<file path="config.mk">
export PLATFORM = sky130hd
export DESIGN_NAME = serial_addr
export DESIGN_NICKNAME = d
export VERILOG_FILES = /design/src/rtl/serial_addr_pkg.sv /design/src/rtl/serial_addr_full_addr.sv /design/src/rtl/serial_addr.sv
export SDC_FILE = /design/constraint.sdc
export NUM_CORES = 1
export LEC_CHECK = 0
export CORE_UTILIZATION = 45
export CTS_BUF_LIST = sky130_fd_sc_hd__clkbuf_2
export DETAILED_ROUTE_END_ITERATION = 10
export DONT_BUFFER_PORTS = 1
export PLACE_DENSITY_LB_ADDON = 0.25
export SLEW_MARGIN = 20
export SYNTH_ARGS = -nofsm -noshare
export SYNTH_HDL_FRONTEND = slang
export SYNTH_HIERARCHICAL = 1
export SYNTH_SLANG_ARGS = --single-unit
</file>
<file path="constraint.sdc">
create_clock -name clk -period 3.9 [get_ports clk]
set_input_delay 0.78 -clock clk [delete_from_list [all_inputs] [get_ports clk]]
set_output_delay 0.78 -clock clk [all_outputs]
set_load 0.02 [all_outputs]
</file>
<file path="src/rtl/serial_addr_pkg.sv">
// Shared constants for the bit-serial adder: FSM state encoding and default operand width.
// No logic, no latency.
package serial_addr_pkg;

   localparam int DEFAULT_WIDTH = 8;

   typedef enum logic [1:0] {
      IDLE  = 2'b00,
      SHIFT = 2'b01,
      DONE  = 2'b10
   } state_e;

endpackage

</file>
<file path="src/rtl/serial_addr_full_addr.sv">
// One-bit full-adder cell used as the serial adder's only arithmetic element.
// Purely combinational, zero latency, no flow control.
module full_addr (
   input  logic in1,
   input  logic in2,
   input  logic cin,
   output logic sum,
   output logic cout
);

   logic half_sum;

   assign half_sum = in1 ^ in2;
   assign sum      = half_sum ^ cin;
   assign cout     = (in1 & in2) | (cin & half_sum);

endmodule

</file>
<file path="src/rtl/serial_addr.sv">
// Bit-serial adder, LSB first through one full-adder cell; optional subtract via SERIAL_ADDR_SUB_EN.
// Result and done pulse WIDTH edges after the accepted start; start is ignored while busy.
module serial_addr
   import serial_addr_pkg::*;
#(
   parameter int WIDTH = DEFAULT_WIDTH
) (
   input  logic             clk,
   input  logic             rst,
   input  logic             start,
   input  logic [WIDTH-1:0] a,
   input  logic [WIDTH-1:0] b,
   input  logic             cin,
`ifdef SERIAL_ADDR_SUB_EN
   input  logic             sub,
`endif
   output logic             busy,
   output logic             done,
   output logic [WIDTH-1:0] sum,
   output logic             cout
);

   localparam int                CNT_W = $clog2(WIDTH);
   localparam logic [CNT_W-1:0] LAST  = CNT_W'(WIDTH - 1);

   state_e           state_q, state_d;
   logic [WIDTH-1:0] opa_q, opa_d;
   logic [WIDTH-1:0] opb_q, opb_d;
   logic [WIDTH-1:0] res_q, res_d;
   logic [WIDTH-1:0] sum_q, sum_d;
   logic [CNT_W-1:0] cnt_q, cnt_d;
   logic             carry_q, carry_d;
   logic             cout_q, cout_d;

   logic             fa_sum, fa_cout;
   logic [WIDTH-1:0] opb_load;
   logic             carry_load;

   // Subtraction is a + ~b + 1, so only the B operand and initial carry change.
`ifdef SERIAL_ADDR_SUB_EN
   assign opb_load   = sub ? ~b : b;
   assign carry_load = sub ? 1'b1 : cin;
`else
   assign opb_load   = b;
   assign carry_load = cin;
`endif

   full_addr u_fa (
      .in1  (opa_q[0]),
      .in2  (opb_q[0]),
      .cin  (carry_q),
      .sum  (fa_sum),
      .cout (fa_cout)
   );

   always_comb begin
      state_d = state_q;
      opa_d   = opa_q;
      opb_d   = opb_q;
      res_d   = res_q;
      sum_d   = sum_q;
      cnt_d   = cnt_q;
      carry_d = carry_q;
      cout_d  = cout_q;
      case (state_q)
         IDLE: begin
            if (start) begin
               opa_d   = a;
               opb_d   = opb_load;
               carry_d = carry_load;
               res_d   = '0;
               cnt_d   = '0;
               state_d = SHIFT;
            end
         end
         SHIFT: begin
            opa_d   = opa_q >> 1;
            opb_d   = opb_q >> 1;
            carry_d = fa_cout;
            res_d   = {fa_sum, res_q[WIDTH-1:1]};
            // Counter parks at LAST so it never wraps; the visible result updates only here.
            if (cnt_q == LAST) begin
               sum_d   = res_d;
               cout_d  = fa_cout;
               state_d = DONE;
            end else begin
               cnt_d = cnt_q + 1'b1;
            end
         end
         DONE:    state_d = IDLE;
         default: state_d = IDLE;
      endcase
   end

   always_ff @(posedge clk or posedge rst) begin
      if (rst) begin
         state_q <= IDLE;
         opa_q   <= '0;
         opb_q   <= '0;
         res_q   <= '0;
         sum_q   <= '0;
         cnt_q   <= '0;
         carry_q <= 1'b0;
         cout_q  <= 1'b0;
      end else begin
         state_q <= state_d;
         opa_q   <= opa_d;
         opb_q   <= opb_d;
         res_q   <= res_d;
         sum_q   <= sum_d;
         cnt_q   <= cnt_d;
         carry_q <= carry_d;
         cout_q  <= cout_d;
      end
   end

   assign busy = (state_q != IDLE);
   assign done = (state_q == DONE);
   assign sum  = sum_q;
   assign cout = cout_q;

endmodule
</file>
* Word level (Yosys, flattened, before mapping)
Index checks and enable logic that the tools add are counted.
Cells by class: $add $sub $neg 1, equality and inequality tests 6, muxes and demuxes 14, bitwise gates (word level) 5, reductions and logical operators 7
Operators by type and width (number):
- case mux 8 bit (2 select lines) | 3
- 2-to-1 mux 8 bit | 3
- 2-to-1 mux 3 bit | 2
- != test 2 bit (second input constant) | 3
- case mux 3 bit (2 select lines) | 1
- AND reduction 2 bit | 3
- 2-to-1 mux 2 bit | 2
- case mux 2 bit (2 select lines) | 1
- nonzero test 2 bit | 2
- adder 3 x 1 -> 3 bit (second input constant) | 1
- equality test 3 bit (second input constant) | 1
- AND reduction 3 bit | 1
- AND 1 bit | 2
- equality test 2 x 1 -> 1 bit (second input constant) | 1
- equality test 2 bit (second input constant) | 1
- zero test 2 bit | 1
- case mux 1 bit (2 select lines) | 1
- XOR 1 bit | 2
- 2-to-1 mux 1 bit | 1
- bitwise OR 1 bit | 1
Storage, ports and cells: flip-flop bits (word level) 39, bits of input ports 20, output and inout bits 11, word-level logic and storage cells 41

* Logic depth before layout (Yosys ltp)
word-level depth 4, gate-level depth with buffers 5

* Cells and area by module
Netlist, hierarchy kept.
Modules (own cells, without submodules):
- serial_addr | times used 1, cells an instance 152, area an instance 1878.1 um2, seq. area each 950.9 um2
- full_addr | times used 1, cells an instance 1, area an instance 20.0 um2, seq. area each 0.0 um2

* Worst setup path after synthesis
Ideal clock, no wire load.
path kind register to output, from register state_q[1], to output port done, arrival time 1091 ps, setup slack 2029 ps, stages on the path, launching flop included 4, path through dfrtp_1 > buf_6 > clkbuf_1 > nor2b_1
On the way: longest elaborated chain between the ends 1
RTL lines:
- start, declared | RTL line serial_addr.sv:26 | state_e state_q, state_d;
- start signal, assigned | RTL line serial_addr.sv:106 | state_q <= state_d;
- equality test 2 bit | RTL line serial_addr.sv:118 | assign done = (state_q == DONE);
- end, declared | RTL line serial_addr.sv:18 | output logic done,
No other way between the ends.

* Worst setup path in the final report
from register state_q[0], to output port busy
On the way: longest elaborated chain between the ends 1
RTL lines:
- nonzero test 2 bit | RTL line serial_addr.sv:117 | assign busy = (state_q != IDLE);
- end, declared | RTL line serial_addr.sv:17 | output logic busy,
No other way between the ends.

==> flow_metrics.tcl <==
set metrics [dict create \
    internal_power_uw 900.5 \
    synth_compound_area_share_pct 13.45 \
    clock.fmax_mhz 382.8 \
    clk_path_buf_depth 2 \
    fin_crit_sh_pct 66.99 \
    tightest_slew_ps 679.4 \
    hold_path_class "in2async" \
    die_height_um 66.95 \
    holdBufCountCts 0 \
    synth_top_family_by_area "simple AND/OR/NAND/NOR gates" \
    fin_cells 200 \
    reg2reg_depth 3 \
    route.met3.wl_um 148 \
    synth_top_area_share_pct 50.10 \
    yosys.area.top_type "dfrtp_1" \
    ctsResizeCount 0 \
    nets 172 \
    cts_tree "yes" \
    clock_skew_ps 11.91 \
    syn_area_sq_um 1898 \
    seq_area_frac_synth_pct 50.10 \
    wl_met2_mm 1.650 \
    rr_startpoint "state_q[1]" \
    setup_slack_ps 1287 \
    pin_count 31 \
    fp.dieW_um 66.95 \
    crit_fanout 23 \
    placed_cells 192 \
    cp-end-kind "output port" \
    r2r_slack_ps 1860 \
    dp_slack_ps 1766 \
    crit_path_start "state_q[0]" \
    tns_ps 0 \
    synth_ff_type "dfrtp_1" \
    ys_async_sr_fraction_pct 100.0 \
    period_needed_ps 2613 \
    synth_fp_nets 176 \
    r2r_end "sum[0]" \
    netSwitchingPower_uw 582.2 \
    wire_per_inst_um 17.42 \
    fillerInstances 393 \
    drt-initial-drc-count 42 \
    p_leak_uw 0.0008872 \
    grt_antenna_before_repair 0 \
    initial_core_util_pct 47.11 \
    yosysWarnings 6 \
    clk_pin_slew_ps 200 \
    top_layer_used "met4" \
    coreArea_sq_um 4029 \
    synthXorXnorAreaFrac_pct 0 \
    finalInstanceArea_sq_um 1919 \
    detail-route-antenna-nets 0 \
    detailed_place_hpwl_mm 2.328 \
    synth_seq_cells 38 \
    postCtsSetupBuffers 0 \
    grt_max_degree 28 \
    required_ps 3120 \
    dr.pass1.iters 4 \
    multi_input_area_sq_um 774.5 \
    synth_area_leaders "dfrtp_1 50%, mux2_4 7.1%, nor4b_1 6.0%" \
    met1Wirelength_mm 1.588 \
    die_area_sq_um 4482 \
    synthDistinctLibCells 27 \
    setup_viol_count_final 0 \
    grt-ovfl-total 0 \
    place.gp.congestion 0.7115 \
    netlist_instances 153 \
    regArea_sq_um 950.9 \
    muxShareOfSynthArea_pct 7.119 \
    rsz0062_at_grt "false" \
    drc_errors 0 \
    viasPerCell 5.830 \
    worstSkewPairLatency_ps 400 \
    swShare_pct 39.27 \
    cp.arrival_ps 1830 \
    portBuffers 0 \
    max_cap_violations 0 \
    yosys.area_share.adder_pct 2.373 \
    cts_made_buffers 5 \
    p_seq_share_pct 52.3 \
    hold_viol_final 0 \
    start_kind "flop" \
    grt_pass1_vias 1221 \
    status "completed" \
    area_growth_pct 1.121 \
    endpoint "busy" \
    diodes 0 \
    root_buffer "clkbuf_2" \
    vias 1166 \
    grt_pass1_wl_mm 5.892 \
    slew_violations 0 \
    maxSlewHeadroom_pct 54.58 \
    syn-mean-instance-area_sq_um 12.41 \
    clkPwrFrac_pct 11.7 \
    synth_edf_count 0 \
    dpl_cell_area_sq_um 1878 \
    clock_sinks 38 \
    track_usage_pct 18.17 \
    crit_type "reg2out" \
    cellPowerDensity_nw_per_um2 772.5 \
    drive_above_1_share_pct 16.00 \
    htree_levels 2 \
    p_comb_share_pct 35.9 \
    irDropWorstVdd_uv 338.1 \
    synthSimpleGateAreaFrac_pct 17.86 \
    wirelength_mm 3.484 \
    num_rows 23 \
]
==> per-stage QoR <==
| stage | total power (uW) | utilization [%] | hold slack (ps) |
|---|---|---|---|
| floorplan | 1235 | - | 466.2 |
| global placement | 1289 | 46.61 | 480.0 |
| detailed placement | 1324 | 46.61 | 490.1 |
| CTS | 1498 | 47.64 | 304.1 |
| global route | 1604 | 47.64 | 290.7 |
| finish | 1483 | 47.64 | 297.3 |
==> power by group through the flow <==
stage	Sequential [uW]	Clock (uW)	Combinational [uW]
after global placement	776	0	513
after detailed placement	787	0	538
after CTS	779	180	540
after global routing	807	196	601
after floorplan	725	0	510
final	776	174	533
==> worst max-delay path, cell delays in order, from the launching register on <==
cell,delay (ps)
dfrtp_1,790
buf_4,340
nor2_1,120
inv_1,170
==> cells in the final DEF (no fill, tap or decap), types with 2 or more instances in the layout <==
master / count
and3_1: 3
a211o_1: 3
ha_1: 2
nor3b_1: 15
a32o_1: 2
nor4bb_1: 2
nor2b_1: 2
a22o_1: 7
a211oi_1: 12
nor4b_1: 13
dfrtp_1: 38
inv_1: 18
clkbuf_2: 5
mux2_4: 9
nand2b_1: 2
nor4b_2: 2
buf_4: 3
a211oi_2: 2
==> layer usage <==
metal / track usage, % / vias to the layer above
li1: - / 546
met1: 21.86 / 581
met2: 28.79 / 29
met4: 9.840 / 0
met3: 5.479 / 10
met5: 0 / -
==> sequential cells by signal (all words and copies together), names as in the netlist <==
register  count
cout          1
sum           8
res_q         7
cnt_q         3
carry_q       1
state_q       2
opb_q         8
opa_q         8
==> cell families after synthesis <==
logic type,after synthesis
buffers and inverters,32
flip-flops,38
multiplexers,9
adder cells (fa/ha/maj),3
AO/OA/AOI/OAI,29
AND/OR/NAND/NOR,42
==> layout make-up <==
class                           instances  share of cell area, %
Tap cell                               50                  3.259
Clock buffer                            5                  1.304
Sequential cell                        38                  49.54
Multi-Input combinational cell         83                  40.35
Clock inverter                          3                 0.8475
Timing Repair Buffer                    3                  1.173
Inverter                               18                  3.520
==> synth_stat cells, types with 3 or more instances <==
library cell and instances:
mux2_4 9, and3_1 3, a22o_1 7, dfrtp_1 38, nor3b_1 15, a211o_1 3
inv_1 18, buf_6 6, a211oi_1 12, nor4b_1 13, clkbuf_1 4, buf_2 3
==> worst min path at each step <==
stage,start,endpoint,slack [ps],cells after the start
floorplan,res_q[1],res_q[1],470,1
global placement,opa_q[7],opa_q[7],480,1
detailed placement,opb_q[7],opb_q[7],490,1
CTS,rst,sum[3],300,1
global route,rst,res_q[4],290,1
finish,rst,res_q[4],300,1
(Power assumes the default switching activity.)
